### config.mk
export PLATFORM = sky130hd
export DESIGN_NAME = uart_word_loader
export DESIGN_NICKNAME = d
export VERILOG_FILES = /design/src/rtl/uart_pkg.sv /design/src/rtl/word_fifo.sv /design/src/rtl/uart_word_loader.sv
export SDC_FILE = /design/constraint.sdc
export NUM_CORES = 1
export LEC_CHECK = 0
export BUFFER_PORTS_ARGS = -buffer_cell sky130_fd_sc_hd__buf_2
export CELL_PAD_IN_SITES_DETAIL_PLACEMENT = 2
export CELL_PAD_IN_SITES_GLOBAL_PLACEMENT = 2
export CORE_UTILIZATION = 44
export DETAILED_ROUTE_END_ITERATION = 8
export PLACE_DENSITY_LB_ADDON = 0.1
export SKIP_LAST_GASP = 1
export SLEW_MARGIN = 30
export SYNTH_ARGS = -nofsm -noshare
export SYNTH_HDL_FRONTEND = slang
export SYNTH_HIERARCHICAL = 1
export SYNTH_SLANG_ARGS = --single-unit
### constraint.sdc
create_clock -name CLK -period 3.1 [get_ports CLK]
set_input_delay 0.62 -clock CLK [delete_from_list [all_inputs] [get_ports CLK]]
set_output_delay 0.62 -clock CLK [all_outputs]
set_load 0.02 [all_outputs]
### src/rtl/uart_pkg.sv
// Shared types and constants for the UART word loader and its serial_receive hookup.
package uart_pkg;

  typedef enum logic [1:0] {
    S_IDLE = 2'd0,
    S_ARM  = 2'd1,
    S_WAIT = 2'd2
  } loader_state_t;

  localparam int unsigned UART_WAIT_DIV  = 434;
  localparam int unsigned BYTES_PER_WORD = 4;
  localparam int unsigned BYTE_CNT_W     = $clog2(BYTES_PER_WORD);

endpackage

### src/rtl/word_fifo.sv
// Circular word FIFO. A push while full succeeds only when a pop frees a slot in the same cycle.
module word_fifo #(
  parameter int unsigned DEPTH = 4,
  parameter int unsigned WIDTH = 32
) (
  input  logic                     clk,
  input  logic                     rst_n,
  input  logic                     push,
  input  logic [WIDTH-1:0]         wdata,
  input  logic                     pop,
  output logic [WIDTH-1:0]         rdata,
  output logic                     full,
  output logic                     empty,
  output logic [$clog2(DEPTH):0]   count
);

  localparam int unsigned AW = $clog2(DEPTH);
  localparam int unsigned CW = AW + 1;

  logic [WIDTH-1:0] mem_q [DEPTH];
  logic [AW-1:0]    wr_ptr_q, wr_ptr_d;
  logic [AW-1:0]    rd_ptr_q, rd_ptr_d;
  logic [CW-1:0]    count_q, count_d;
  logic             do_push, do_pop;

  assign full  = (count_q == CW'(DEPTH));
  assign empty = (count_q == '0);
  assign count = count_q;
  assign rdata = mem_q[rd_ptr_q];

  assign do_pop  = pop & ~empty;
  assign do_push = push & (~full | do_pop);

  always_comb begin
    wr_ptr_d = wr_ptr_q;
    rd_ptr_d = rd_ptr_q;
    count_d  = count_q;
    // DEPTH is a power of two, so pointer overflow is the modulo wrap.
    if (do_push) wr_ptr_d = wr_ptr_q + 1'b1;
    if (do_pop)  rd_ptr_d = rd_ptr_q + 1'b1;
    case ({do_push, do_pop})
      2'b10:   count_d = count_q + 1'b1;
      2'b01:   count_d = count_q - 1'b1;
      default: count_d = count_q;
    endcase
  end

  always_ff @(posedge clk or negedge rst_n) begin
    if (!rst_n) begin
      wr_ptr_q <= '0;
      rd_ptr_q <= '0;
      count_q  <= '0;
      for (int i = 0; i < int'(DEPTH); i++) mem_q[i] <= '0;
    end else begin
      wr_ptr_q <= wr_ptr_d;
      rd_ptr_q <= rd_ptr_d;
      count_q  <= count_d;
      if (do_push) mem_q[wr_ptr_q] <= wdata;
    end
  end

endmodule

### src/rtl/uart_word_loader.sv
// Sequences serial_receive and packs its bytes into little-endian 32-bit words buffered in a FIFO.
// Define RX_TIMEOUT_EN to discard a partial word after TIMEOUT_CYC idle cycles (adds rx_timeout).
module uart_word_loader
  import uart_pkg::*;
#(
  parameter int unsigned FIFO_DEPTH  = 4,
  parameter int unsigned TIMEOUT_CYC = 43400
) (
  input  logic                          CLK,
  input  logic                          RST_N,
  input  logic                          rx_in,
  output logic                          rx_ready,
  input  logic [7:0]                    rx_data,
  input  logic                          rx_valid,
  output logic [31:0]                   word_out,
  output logic                          word_valid,
  input  logic                          word_ack,
  output logic [$clog2(FIFO_DEPTH):0]   fifo_count,
  output logic                          overflow,
  input  logic                          ovf_clr,
`ifdef RX_TIMEOUT_EN
  output logic                          rx_timeout,
`endif
  output loader_state_t                 dbg_state,
  output logic [BYTE_CNT_W-1:0]         dbg_byte_cnt
);

  if ((FIFO_DEPTH < 2) || ((FIFO_DEPTH & (FIFO_DEPTH - 1)) != 0) || (TIMEOUT_CYC < 1))
  begin : g_bad_param
    $error("uart_word_loader: FIFO_DEPTH must be a power of two >= 2, TIMEOUT_CYC >= 1");
  end

  // Handshakes: rx_ready is a one-cycle arm pulse; rx_valid qualifies rx_data in its own
  // cycle and is honoured only in S_WAIT; word_valid/word_ack pop the head on the clock
  // edge where both are high, and word_ack with word_valid low does nothing.

  loader_state_t            state_q, state_d;
  logic [BYTE_CNT_W-1:0]    byte_cnt_q, byte_cnt_d;
  logic [31:0]              word_q, word_d;
  logic                     rx_meta_q, rx_sync_q, rx_prev_q;
  logic                     start_edge;
  logic                     push, pop, fifo_full, fifo_empty, drop;
  logic [31:0]              push_word;
  logic                     overflow_q, overflow_d;
  logic                     timeout_hit;

  assign start_edge = rx_prev_q & ~rx_sync_q;

  always_ff @(posedge CLK or negedge RST_N) begin
    if (!RST_N) begin
      rx_meta_q <= 1'b1;
      rx_sync_q <= 1'b1;
      rx_prev_q <= 1'b1;
    end else begin
      rx_meta_q <= rx_in;
      rx_sync_q <= rx_meta_q;
      rx_prev_q <= rx_sync_q;
    end
  end

`ifdef RX_TIMEOUT_EN
  localparam int unsigned TO_W = $clog2(TIMEOUT_CYC + 1);
  logic [TO_W-1:0] idle_cnt_q, idle_cnt_d;
  logic            rx_timeout_q;

  // Counts only while a partial word sits idle; any start edge restarts the wait.
  always_comb begin
    idle_cnt_d  = '0;
    timeout_hit = 1'b0;
    if ((state_q == S_IDLE) && (byte_cnt_q != '0) && !start_edge) begin
      if (idle_cnt_q == TO_W'(TIMEOUT_CYC - 1)) timeout_hit = 1'b1;
      else                                       idle_cnt_d  = idle_cnt_q + 1'b1;
    end
  end

  always_ff @(posedge CLK or negedge RST_N) begin
    if (!RST_N) begin
      idle_cnt_q   <= '0;
      rx_timeout_q <= 1'b0;
    end else begin
      idle_cnt_q   <= idle_cnt_d;
      rx_timeout_q <= timeout_hit;
    end
  end

  assign rx_timeout = rx_timeout_q;
`else
  assign timeout_hit = 1'b0;
`endif

  always_comb begin
    state_d    = state_q;
    byte_cnt_d = byte_cnt_q;
    word_d     = word_q;
    push       = 1'b0;
    rx_ready   = 1'b0;
    case (state_q)
      S_IDLE: if (start_edge) state_d = S_ARM;
      S_ARM: begin
        rx_ready = 1'b1;
        state_d  = S_WAIT;
      end
      S_WAIT: begin
        if (rx_valid) begin
          word_d[{byte_cnt_q, 3'b000} +: 8] = rx_data;
          byte_cnt_d = byte_cnt_q + 1'b1;
          state_d    = S_IDLE;
          if (byte_cnt_q == BYTE_CNT_W'(BYTES_PER_WORD - 1)) push = 1'b1;
        end
      end
      default: state_d = S_IDLE;
    endcase
    if (timeout_hit) byte_cnt_d = '0;
    // The completing byte is not yet in word_q, so push the merged value.
    push_word = word_d;
  end

  always_ff @(posedge CLK or negedge RST_N) begin
    if (!RST_N) begin
      state_q    <= S_IDLE;
      byte_cnt_q <= '0;
      word_q     <= '0;
      overflow_q <= 1'b0;
    end else begin
      state_q    <= state_d;
      byte_cnt_q <= byte_cnt_d;
      word_q     <= word_d;
      overflow_q <= overflow_d;
    end
  end

  assign pop  = word_ack & ~fifo_empty;
  assign drop = push & fifo_full & ~pop;

  always_comb begin
    overflow_d = overflow_q;
    if (drop)         overflow_d = 1'b1;
    else if (ovf_clr) overflow_d = 1'b0;
  end

  word_fifo #(
    .DEPTH (FIFO_DEPTH),
    .WIDTH (32)
  ) u_fifo (
    .clk   (CLK),
    .rst_n (RST_N),
    .push  (push),
    .wdata (push_word),
    .pop   (pop),
    .rdata (word_out),
    .full  (fifo_full),
    .empty (fifo_empty),
    .count (fifo_count)
  );

  assign word_valid   = ~fifo_empty;
  assign overflow     = overflow_q;
  assign dbg_state    = state_q;
  assign dbg_byte_cnt = byte_cnt_q;

endmodule

==> results by group, run 1 <==
Logic synthesis
  • Post-synth EDFFs: 0
  • Synth Area in Compound Gates: approximately 3.7%
  • Sequential area share after synthesis: 57.56%
  • Yosys cell types: 34
  • Synth Area in XOR/XNOR: 0.8051%
  • Syn Area/Cell: 16.17 µm²
  • YS warnings: 6
  • Simple-gate area share of the yosys netlist: 4.239%
  • Syn Inst Count: 471
  • Mux contribution to synthesized area: between 20 and 30%
  • Post-synthesis register bit count: 175
  • Mapped Area: 7615 µm²
  • Post-Syn Nets: around 500
  • Asr flop ratio synth: 100.0%
  • Largest family of logic cells by synthesized area: multiplexers
  • Post-synth top flop: dfrtp_1
  • Adder-cell area share of the yosys netlist: 1.906%

Pwr
  • Seq pwr share: 41.4%
  • Leakage: roughly 4.3 nW
  • Combinational power share: 22.9%
  • Clock Power Share: about 36%
  • Sw Share: 30.21%
  • Switch Pwr: 1.944 mW
  • Int Power: 4.490 mW
  • Peak supply drop: 0.4667 mV
  • Final total power: about 6.4 mW
  • Pwr dens: between 700 and 800 nW/µm²

Global routing
  • Initial antenna violation count: 0
  • Vias in the first global route: 5157
  • Largest net degree at the start of global routing: between 70 and 80
  • First-pass GRT wire length: 30950 µm
  • Total Routing Usage GR: 23.83%
  • Grt total ovfl: 0

Route
  • Pre-antenna DRT Iters: 4
  • Iter 0 DRT Violations: between 100 and 150
  • Routed len/inst: 25.24 µm
  • DR DRC count: 0
  • Post-DR vias/cell: 5.610
  • Final ANT Viol Nets: 0
  • Vias: 4320
  • Final wirelength: 19430 µm

Floorplanning
  • Chip Height: about 130 µm
  • Core area: 16760 µm²
  • Die X: between 100 and 150 µm
  • Die area: 17840 µm²
  • Initial Utilization: a little under half
  • Std-Cell Rows: 47
  • Io pins: 56

Final layout
  • Final core occ: 52.52%
  • Fill cell count: 1512
  • Nets: 563
  • N_diodes: 0
  • Design area: 8802 µm²
  • Area grow syn2layout: 15.59%
  • Fin cells: 770
  • Layout cells sized above 1: 50.55%

Setup path
  • Crit path launch type: flop
  • Arrival time worst endpoint: 2950 ps
  • Crit Path Class: flop to flop
  • Worst Setup End Kind: flop
  • Critical Path Fanout Max: 6
  • CP required: 3440 ps

STA
  • F_max: 0.3830 GHz
  • Period minus WS final: 2611 ps
  • Final hold viol count: 0
  • Final setup fails: 0
  • Slew headroom: 54.16%
  • Clock skew: 7.482 ps
  • Max-slew violation count: 0
  • Worst-Margin Slew: 687.6 ps
  • Fin worst setup slack: 488.8 ps
  • Final Cycle Share: 84.23%
  • WHS: 207.6 ps
  • RSZ-0062 raised after global routing: false
  • Sum of negative setup slack: 0 ps

CTS
  • CTS Buf Count: 17
  • Root Driver: clkbuf_16
  • Worst-path clk slew: around 70 ps
  • Post-CTS Setup Repair Bufs: 0
  • Cts hold-fix bufs: 0
  • Clock Tree Buf Depth: 2
  • Worst-Skew Late Latency: 430 ps
  • CTS tree: yes
  • Clk sinks: 175
  • CTS resizes: 0
  • Depth of the CTS H-tree: 4

Placement
  • Worst slack at placement: 513.0 ps
  • Routability cong.: 0.8166
  • Post-detail-place hpwl: 12890 µm
  • Placed inst area: 8162 µm²
  • Placed Cells: approximately 740
  • Port Buffers: 55

Worst hold path
  • Hold Crit Class: primary input to asynchronous set/reset pin

Status
  • Status: finished clean

Run
  • Max Cap Viol: 0
[path summary, 6_finish.rpt]
path	start	to	slack, ps	depth (start not counted)
min in group CLK	rx_in	rx_meta_q$_DFF_PN1_	290	1
worst max-delay path	u_fifo/count[0]$_DFFE_PN0P_	u_fifo/count[2]$_DFFE_PN0P_	490	10
max in group asynchronous	RST_N	u_fifo/mem_q[25]$_DFFE_PN0P_	2020	2
worst min-delay path	RST_N	u_fifo/mem_q[107]$_DFFE_PN0P_	210	1
worst max register to register	u_fifo/count[0]$_DFFE_PN0P_	u_fifo/count[2]$_DFFE_PN0P_	490	10
worst min register to register	rx_meta_q$_DFF_PN1_	rx_sync_q$_DFF_PN1_	360	0
[worst max-delay path: stages, from the launching register on]
cell and delay, ps:
dfrtp_1 460, nor3_1 260, nor2b_1 150, nor4b_4 250
nand2b_1 210, ha_1 220, inv_1 60, fa_1 390
xor2_1 160, nor2_1 150, xor2_1 200
[cell families after synthesis]
group / count (synthesis)
flops: 175
buf+inv: 36
simple gates: 45
xor+xnor: 7
fa+ha+maj: 11
mux: 162
compound gates: 35
[synth_stat cells, drive strengths merged (2+ instances only)]
cell type / n / area, µm²
a22o: 26 / 227.7
buf: 19 / 170.2
clkbuf: 5 / 18.77
dfrtp: 172 / 4304
dfstp: 3 / 78.83
ha: 10 / 125.1
inv: 12 / 45.04
mux2: 129 / 1453
mux4: 32 / 720.7
nand2: 16 / 60.06
nand2b: 2 / 12.51
nand4b: 4 / 50.05
nor2: 6 / 22.52
nor2b: 3 / 18.77
nor3: 3 / 15.01
nor4: 2 / 42.54
nor4b: 3 / 56.31
o21ai: 5 / 25.02
o31ai: 2 / 15.01
xnor2: 4 / 35.03
xor2: 3 / 26.28
[power groups by stage]
| stage | combinational, mW | sequential [mW] | clock (mW) |
|---|---|---|---|
| 2_1_floorplan | 0.961 | 2.69 | 0 |
| 3_3_place_gp | 1.40 | 2.68 | 0 |
| 3_5_place_dp | 1.47 | 2.70 | 0 |
| 4_1_cts | 1.49 | 2.67 | 2.36 |
| 5_1_grt | 1.60 | 2.69 | 2.42 |
| 6_report | 1.47 | 2.66 | 2.30 |
[state kept, by name, summed over array words and instances, names as in the netlist]
signal and cells:
u_fifo/count 3, u_fifo/mem_q 128, rx_prev_q 1, rx_sync_q 1, u_fifo/wr_ptr_q 2, overflow 1
rx_meta_q 1, word_q 32, dbg_byte_cnt 2, u_fifo/rd_ptr_q 2, dbg_state 2
[final cells by class]
cell class                      instances  area [µm²]  share of cell area, %
Sequential cell                       175        4384                  49.81
Multi-Input combinational cell        260        3023                  34.34
Clock buffer                           22       484.2                  5.501
Timing Repair Buffer                   72       434.2                  4.932
Tap cell                              220       275.3                  3.127
Clock inverter                          9       156.4                  1.777
Inverter                               12       45.04                 0.5117
[metal layers]
layer | GRT usage [%] | share of wire (%) | vias to the layer above
met3 | 4.795 | 2.9 | 15
met2 | 41.93 | 53 | 71
met4 | 6.629 | 1.1 | 0
met1 | 29.78 | 43 | 2368
li1 | - | - | 1866
met5 | 0 | 0 | -
[cells in the final DEF (no fill, tap or decap), types with 5 or more instances in the layout]
cell type | Yosys | layout
dfrtp_1 | 172 | 171
clkbuf_16 | 0 | 17
a22o_1 | 26 | 26
nand2_1 | 16 | 16
mux4_2 | 32 | 32
buf_2 | 7 | 54
inv_1 | 12 | 12
mux2_2 | 129 | 129
ha_1 | 10 | 10
buf_4 | 0 | 15
o21ai_0 | 5 | 5
(Power assumes the default switching activity.)
==> inputs of run 2 (changes only) <==
Settings changed: CORE_UTILIZATION 44 to 40.
Clock period 3.1 ns to 2.4 ns, I/O delays scaled along.
==> run 2 against run 1 <==
  * Core utilization shrank 4.4 points
  * First-iteration DRC count shrank 14%
  * Flip-flop and latch count is the same
  * Combinational power grew 41%
  * Wire length shrank 5.0%
  * Power grew 29%
  * Die area grew 9.8%
  * Critical path depth shrank 7
  * Sequential power grew 27%
  * Clock power grew 23%
  * Register-to-register slack lost 360 ps
==> results by group, run 2 (same netlist as run 1, synthesis figures left out) <==
Global routing
  • Vias in the first global route: slightly above 5000
  • Total Routing Usage GR: 20.96%
  • Initial antenna violation count: 0
  • Largest net degree at the start of global routing: 62
  • First-pass GRT wire length: between 30000 and 40000 µm
  • Grt total ovfl: 0

STA
  • Final Cycle Share: 96.50%
  • RSZ-0062 raised after global routing: true
  • Fin worst setup slack: 84.10 ps
  • Sum of negative setup slack: 0 ps
  • Period minus WS final: 2316 ps
  • Slew headroom: 64.07%
  • Final setup fails: 0
  • F_max: 0.4318 GHz
  • Final hold viol count: 0
  • Worst-Margin Slew: 533.3 ps
  • WHS: 155.2 ps
  • Max-slew violation count: 0
  • Clock skew: 9.052 ps

CTS
  • Root Driver: clkbuf_16
  • Clock Tree Buf Depth: 2
  • CTS tree: yes
  • Worst-path clk slew: 60 ps
  • CTS Buf Count: 17
  • Depth of the CTS H-tree: 4
  • Worst-Skew Late Latency: 420 ps
  • Clk sinks: about 180

Setup path
  • Crit-path leading delay family: multiplexers
  • CP max-delay cell: mux4_2
  • Max stage delay on crit path: 580 ps
  • Crit Path Class: flop to output pin
  • Worst Setup End Kind: output pin
  • Critical path cell sequence: buf_12, mux4_2, buf_2
  • Worst R2R Start: u_fifo/count[1]$_DFFE_PN0P_
  • Critical Path Start: u_fifo/rd_ptr_q[0]$_DFFE_PN0P_
  • Arrival time worst endpoint: around 1800 ps
  • Critical Path Fanout Max: 20
  • CP Buf/Inv Count: 2
  • CP required: roughly 1900 ps
  • Crit path launch type: flop

Route
  • Post-DR vias/cell: 5.366
  • Final ANT Viol Nets: 0
  • Iter 0 DRT Violations: 118
  • Pre-antenna DRT Iters: 4
  • Routed len/inst: 22.92 µm
  • DR DRC count: 0
  • Final wirelength: 18450 µm
  • Vias: 4320

Placement
  • Placed inst area: 8366 µm²
  • Placed Cells: 771
  • Port Buffers: 55
  • Routability cong.: 0.7266
  • Post-detail-place hpwl: 12280 µm
  • Worst slack at placement: 20.40 ps

Final layout
  • Multi-input gate area: 3024 µm²
  • Max reg flops: between 100 and 150
  • Nets: 583
  • N_diodes: 0
  • Reg with most FFs: u_fifo/mem_q
  • Area grow syn2layout: 18.16%
  • Most common cell after layout, fill and taps aside: dfrtp_1
  • Fill cell count: 1758
  • Layout cells sized above 1: 52.36%
  • Design area: 8997 µm²
  • Reg area: 4388 µm²
  • Fin cells: between 800 and 900
  • Leading cell types in the layout, fill and taps excluded: dfrtp_1 (168), mux2_2 (129), buf_2 (54)

Pwr
  • Switch Pwr: ~2.5 mW
  • Peak supply drop: 0.4716 mV
  • Combinational power share: 25.1%
  • Pwr dens: 919.8 nW/µm²
  • Leakage: 4.433 nW
  • Clock Power Share: 34.1%
  • Sw Share: 30.15%
  • Seq pwr share: 40.8%
  • Int Power: 5.781 mW

Floorplanning
  • Std-Cell Rows: 50
  • Die X: 140.0 µm
  • Io pins: 56
  • Core area: 18710 µm²
  • Die area: 19590 µm²
  • Initial Utilization: 40.71%
  • Chip Height: 140.0 µm

Worst hold path
  • Hold Crit Class: primary input to flop
  • Hold Path Origin: rx_in

Status
  • Status: finished clean

Run
  • Max Cap Viol: 0
run 2: metal layers:
metal  wire [µm]  vias to the layer above  share of wire (%)  track usage [%]
met4         227                        0                1.2            6.246
met2        9651                       50                 52            35.95
met1        8269                     2341                 45            27.19
met3         304                       20                1.6            3.726
met5           0                        -                  0                0
li1            -                     1909                  -                -
run 2: final timing paths:
path | endpoint | slack [ps] | cells past startpoint
hold reg to reg | rx_sync_q$_DFF_PN1_ | 360 | 0
min in group asynchronous | u_fifo/mem_q[45]$_DFFE_PN0P_ | 550 | 2
max in group asynchronous | u_fifo/mem_q[25]$_DFFE_PN0P_ | 1100 | 3
setup reg to reg | u_fifo/count[2]$_DFFE_PN0P_ | 130 | 10
hold / removal | rx_meta_q$_DFF_PN1_ | 160 | 1
setup / recovery | word_out[8] | 80 | 3
run 2: area by class of cell:
type	count	area share, %
Clock inverter	6	1.238
Tap cell	234	3.254
Sequential cell	175	48.77
Timing Repair Buffer	92	7.301
Clock buffer	26	5.326
Multi-Input combinational cell	260	33.61
Inverter	12	0.5006
run 2: what timing repair did:
action / in CTS / in global routing
gates resized for setup: 1 / 5
setup endpoints to repair: 4 / 15
hold buffers: 1 / 0
endpoints found under the hold margin: 33 / 0
buffers inserted: 0 / 1
pin swaps: 0 / 1
run 2: power by group through the flow:
stage | clock network [mW] | logic (mW) | registers, mW
floorplan | 0 | 1.24 | 3.48
global placement | 0 | 2.02 | 3.39
detailed placement | 0 | 2.09 | 3.42
CTS | 2.90 | 2.12 | 3.37
global route | 3.00 | 2.27 | 3.41
finish | 2.82 | 2.08 | 3.38
run 2: through the flow:
stage / power (mW) / utilization [%]
final: 8.276 / 48.10
after global placement: 5.416 / 44.72
after floorplan: 4.718 / -
after detailed placement: 5.513 / 44.72
after CTS: 8.388 / 47.95
after global routing: 8.680 / 48.10
==> inputs of run 3 (changes only) <==
Settings changed: CORE_UTILIZATION 40 to 38, CTS_BUF_LIST set to sky130_fd_sc_hd__clkbuf_16, SYNTH_HIERARCHICAL 1 to unset, TNS_END_PERCENT set to 20.
==> run 3 against run 2 <==
  * Clock skew about the same
  * Core utilization decreased by 3.7 points
  * Cell area up 3.4%
  * Count of clock-buffer cells in the layout decreased by 9
  * Combinational power grew 120%
  * Hold slack got worse by 20 ps
  * Synthesized area rose by 6.3%
  * Critical path depth unchanged
  * Largest cell class unchanged
  * Flip-flop and latch count is the same
  * Sequential power grew 28%
  * Non-clock buffer count is 5 lower
  * Sequential share of layout area decreased by 1.6 points
==> results by group, run 3 <==
Status
  • Status: finished clean

Route
  • Post-DR vias/cell: 5.880
  • Iter 0 DRT Violations: 271
  • Final ANT Viol Nets: 0
  • DR DRC count: 0
  • Final wirelength: 23740 µm
  • Pre-antenna DRT Iters: 5
  • Vias: between 5000 and 6000
  • Routed len/inst: between 20 and 25 µm

Logic synthesis
  • Asr flop ratio synth: 100.0%
  • Post-Syn Nets: around 670
  • Post-synthesis register bit count: between 150 and 200
  • Synth top area share: 53.18%
  • Cell accounting for the most synthesized area: dfrtp_1
  • Syn Area/Cell: between 10 and 15 µm²
  • Syn Inst Count: 642
  • Post-synth top flop: dfrtp_1
  • Commonest cells in the synthesized netlist: dfrtp_1 (172), a31oi_1 (96), a21oi_1 (86), clkbuf_1 (47), mux2_2 (36)
  • Sequential area share after synthesis: 54.15%
  • Post-synth EDFFs: 0
  • Synth top area cells: dfrtp_1 (53%), mux4_2 (8.9%), a31oi_1 (7.4%)
  • Mapped Area: 8094 µm²
  • YS warnings: 0
  • Yosys cell types: 39
  • Most common cell in the netlist: dfrtp_1

CTS
  • Clock Tree Buf Depth: 2
  • CTS tree: yes
  • Worst-Skew Late Latency: 440 ps
  • Clk sinks: 175
  • Depth of the CTS H-tree: 4
  • CTS Buf Count: 17
  • Root Driver: clkbuf_16
  • Worst-path clk slew: approximately 70 ps

Final layout
  • Area grow syn2layout: 14.95%
  • Nets: around 700
  • Fill cell count: 2114
  • Reg with most FFs: u_fifo.mem_q
  • Max reg flops: 128
  • Layout cells sized above 1: about 30%
  • N_diodes: 0
  • Most common cell after layout, fill and taps aside: dfrtp_1
  • Leading cell types in the layout, fill and taps excluded: dfrtp_1 (168), a31oi_1 (96), a21oi_1 (86)

STA
  • F_max: 0.4316 GHz
  • Worst-Margin Slew: between 700 and 800 ps
  • Slew headroom: a little under half
  • Fin worst setup slack: 83.13 ps
  • RSZ-0062 raised after global routing: false
  • Clock skew: 9.039 ps
  • WHS: ~140 ps
  • Max-slew violation count: 0
  • Final hold viol count: 0
  • Final setup fails: 0
  • Final Cycle Share: 96.54%
  • Period minus WS final: ~2300 ps

Pwr
  • Peak supply drop: between 0.5 and 0.6 mV
  • Leakage: 4.601 nW
  • Pwr dens: roughly 1200 nW/µm²

Setup path
  • Worst Setup End Kind: output pin
  • Max stage delay on crit path: 560 ps
  • Critical path cell sequence: buf_12, mux4_2, buf_2
  • Flop-to-flop setup slack: 180 ps
  • Crit Path Class: flop to output pin
  • CP Buf/Inv Count: 2
  • Critical Path Fanout Max: 23
  • Worst reg2reg endpoint: u_fifo.count[2]$_DFFE_PN0P_
  • Crit path launch type: flop
  • CP required: between 1500 and 2000 ps
  • R2R cell count: 9
  • Arrival time worst endpoint: roughly 1800 ps
  • CP max-delay cell: mux4_2
  • Worst R2R Start: u_fifo.count[0]$_DFFE_PN0P_
  • Crit-path leading delay family: multiplexers

Global routing
  • Largest net degree at the start of global routing: 95
  • Initial antenna violation count: 0
  • Total Routing Usage GR: 23.49%
  • Met1 Usage GRT: a little under a third
  • Grt total ovfl: 0
  • First-pass GRT wire length: 38160 µm
  • Vias in the first global route: 6426
  • Grt peak-use layer: met2
  • M2 GR Usage: 40.05%
  • Global Route met3 Usage: 3.642%

Worst hold path
  • Hold path cells: 1
  • Hold Path Origin: rx_in
  • Hold endpoint: rx_meta_q$_DFF_PN1_
  • Hold Crit Class: primary input to flop

Floorplanning
  • Initial Utilization: around two fifths
  • Die X: 147.9 µm
  • Core area: 20960 µm²
  • Chip Height: 147.9 µm
  • Std-Cell Rows: 53
  • Die area: about 22000 µm²
  • Io pins: 56

Placement
  • Worst slack at placement: roughly 8.2 ps
  • Post-detail-place hpwl: 14450 µm
  • Routability cong.: 0.7201
  • Port Buffers: between 50 and 60

Run
  • Max Cap Viol: 0
## run 3: cell count changes after synthesis, sizes merged, moves of 4 or more
cell    delta
inv       +22
a21oi     +96
a31oi     +96
clkbuf    +42
and4b      +9
mux2      -88
nand2     -15
nor2       -5
nor4bb    +24
buf        +5
mux2i     +24
a22o      -26
o21ai      -4
## run 3: area by class of cell
class	instances	area (µm²)	area share, %
Timing Repair Buffer	87	590.6	6.347
Clock inverter	13	150.1	1.614
Inverter	34	127.6	1.372
Clock buffer	17	425.4	4.572
Tap cell	275	344.1	3.698
Sequential cell	175	4388	47.16
Multi-Input combinational cell	362	3278	35.23
## run 3: worst max-delay path by stage
stage / depth (start not counted) / end / slack [ps] / from
global route: 3 / word_out[28] / 4 / u_fifo.rd_ptr_q[0]$_DFFE_PN0P_
finish: 3 / word_out[4] / 80 / u_fifo.rd_ptr_q[0]$_DFFE_PN0P_
CTS: 3 / word_out[28] / 40 / u_fifo.rd_ptr_q[0]$_DFFE_PN0P_
detailed placement: 6 / u_fifo.mem_q[80]$_DFFE_PN0P_ / 8 / word_ack
global placement: 10 / u_fifo.count[2]$_DFFE_PN0P_ / 40 / word_ack
floorplan: 11 / u_fifo.count[2]$_DFFE_PN0P_ / -70 / word_ack
## run 3: stage by stage
stage,utilization (%),instance area (µm²),power [mW],cells,setup TNS (ps)
after floorplan,-,8140,7.334,642,-72.43
after global placement,41.59,8715,8.632,932,0
after detailed placement,41.59,8715,8.896,932,0
after CTS,44.38,9300,11.73,963,0
after global routing,44.40,9304,12.31,963,0
final,44.40,9304,11.61,963,0
## run 3: per-layer routing
metal | wire length (µm) | vias to the layer above
met5 | 0 | -
met4 | 348 | 0
met3 | 612 | 28
met2 | 12390 | 89
met1 | 10390 | 3070
li1 | - | 2475
## run 3: power breakdown
| part | leakage, nW | switching [mW] | internal (mW) |
|---|---|---|---|
| Clock | 0.273 | 1.19 | 1.61 |
| Sequential | 2.36 | 0.485 | 3.84 |
| Combinational | 1.97 | 2.77 | 1.71 |
## run 3: cell families after synthesis
| group | after synthesis | synth area share, % |
|---|---|---|
| compound gates | 195 | 14.07 |
| flops | 175 | 54.15 |
| buf+inv | 105 | 5.642 |
| mux | 98 | 17.89 |
| simple gates | 51 | 5.704 |
| fa+ha+maj | 11 | 1.793 |
| xor+xnor | 7 | 0.7575 |
## run 3: what timing repair did
| item | 4_1_cts | 5_1_grt |
|---|---|---|
| hold endpoints to repair | 10 | 0 |
| hold buffers | 1 | 0 |
| resized for setup | 0 | 0 |
| buffers inserted | 0 | 0 |
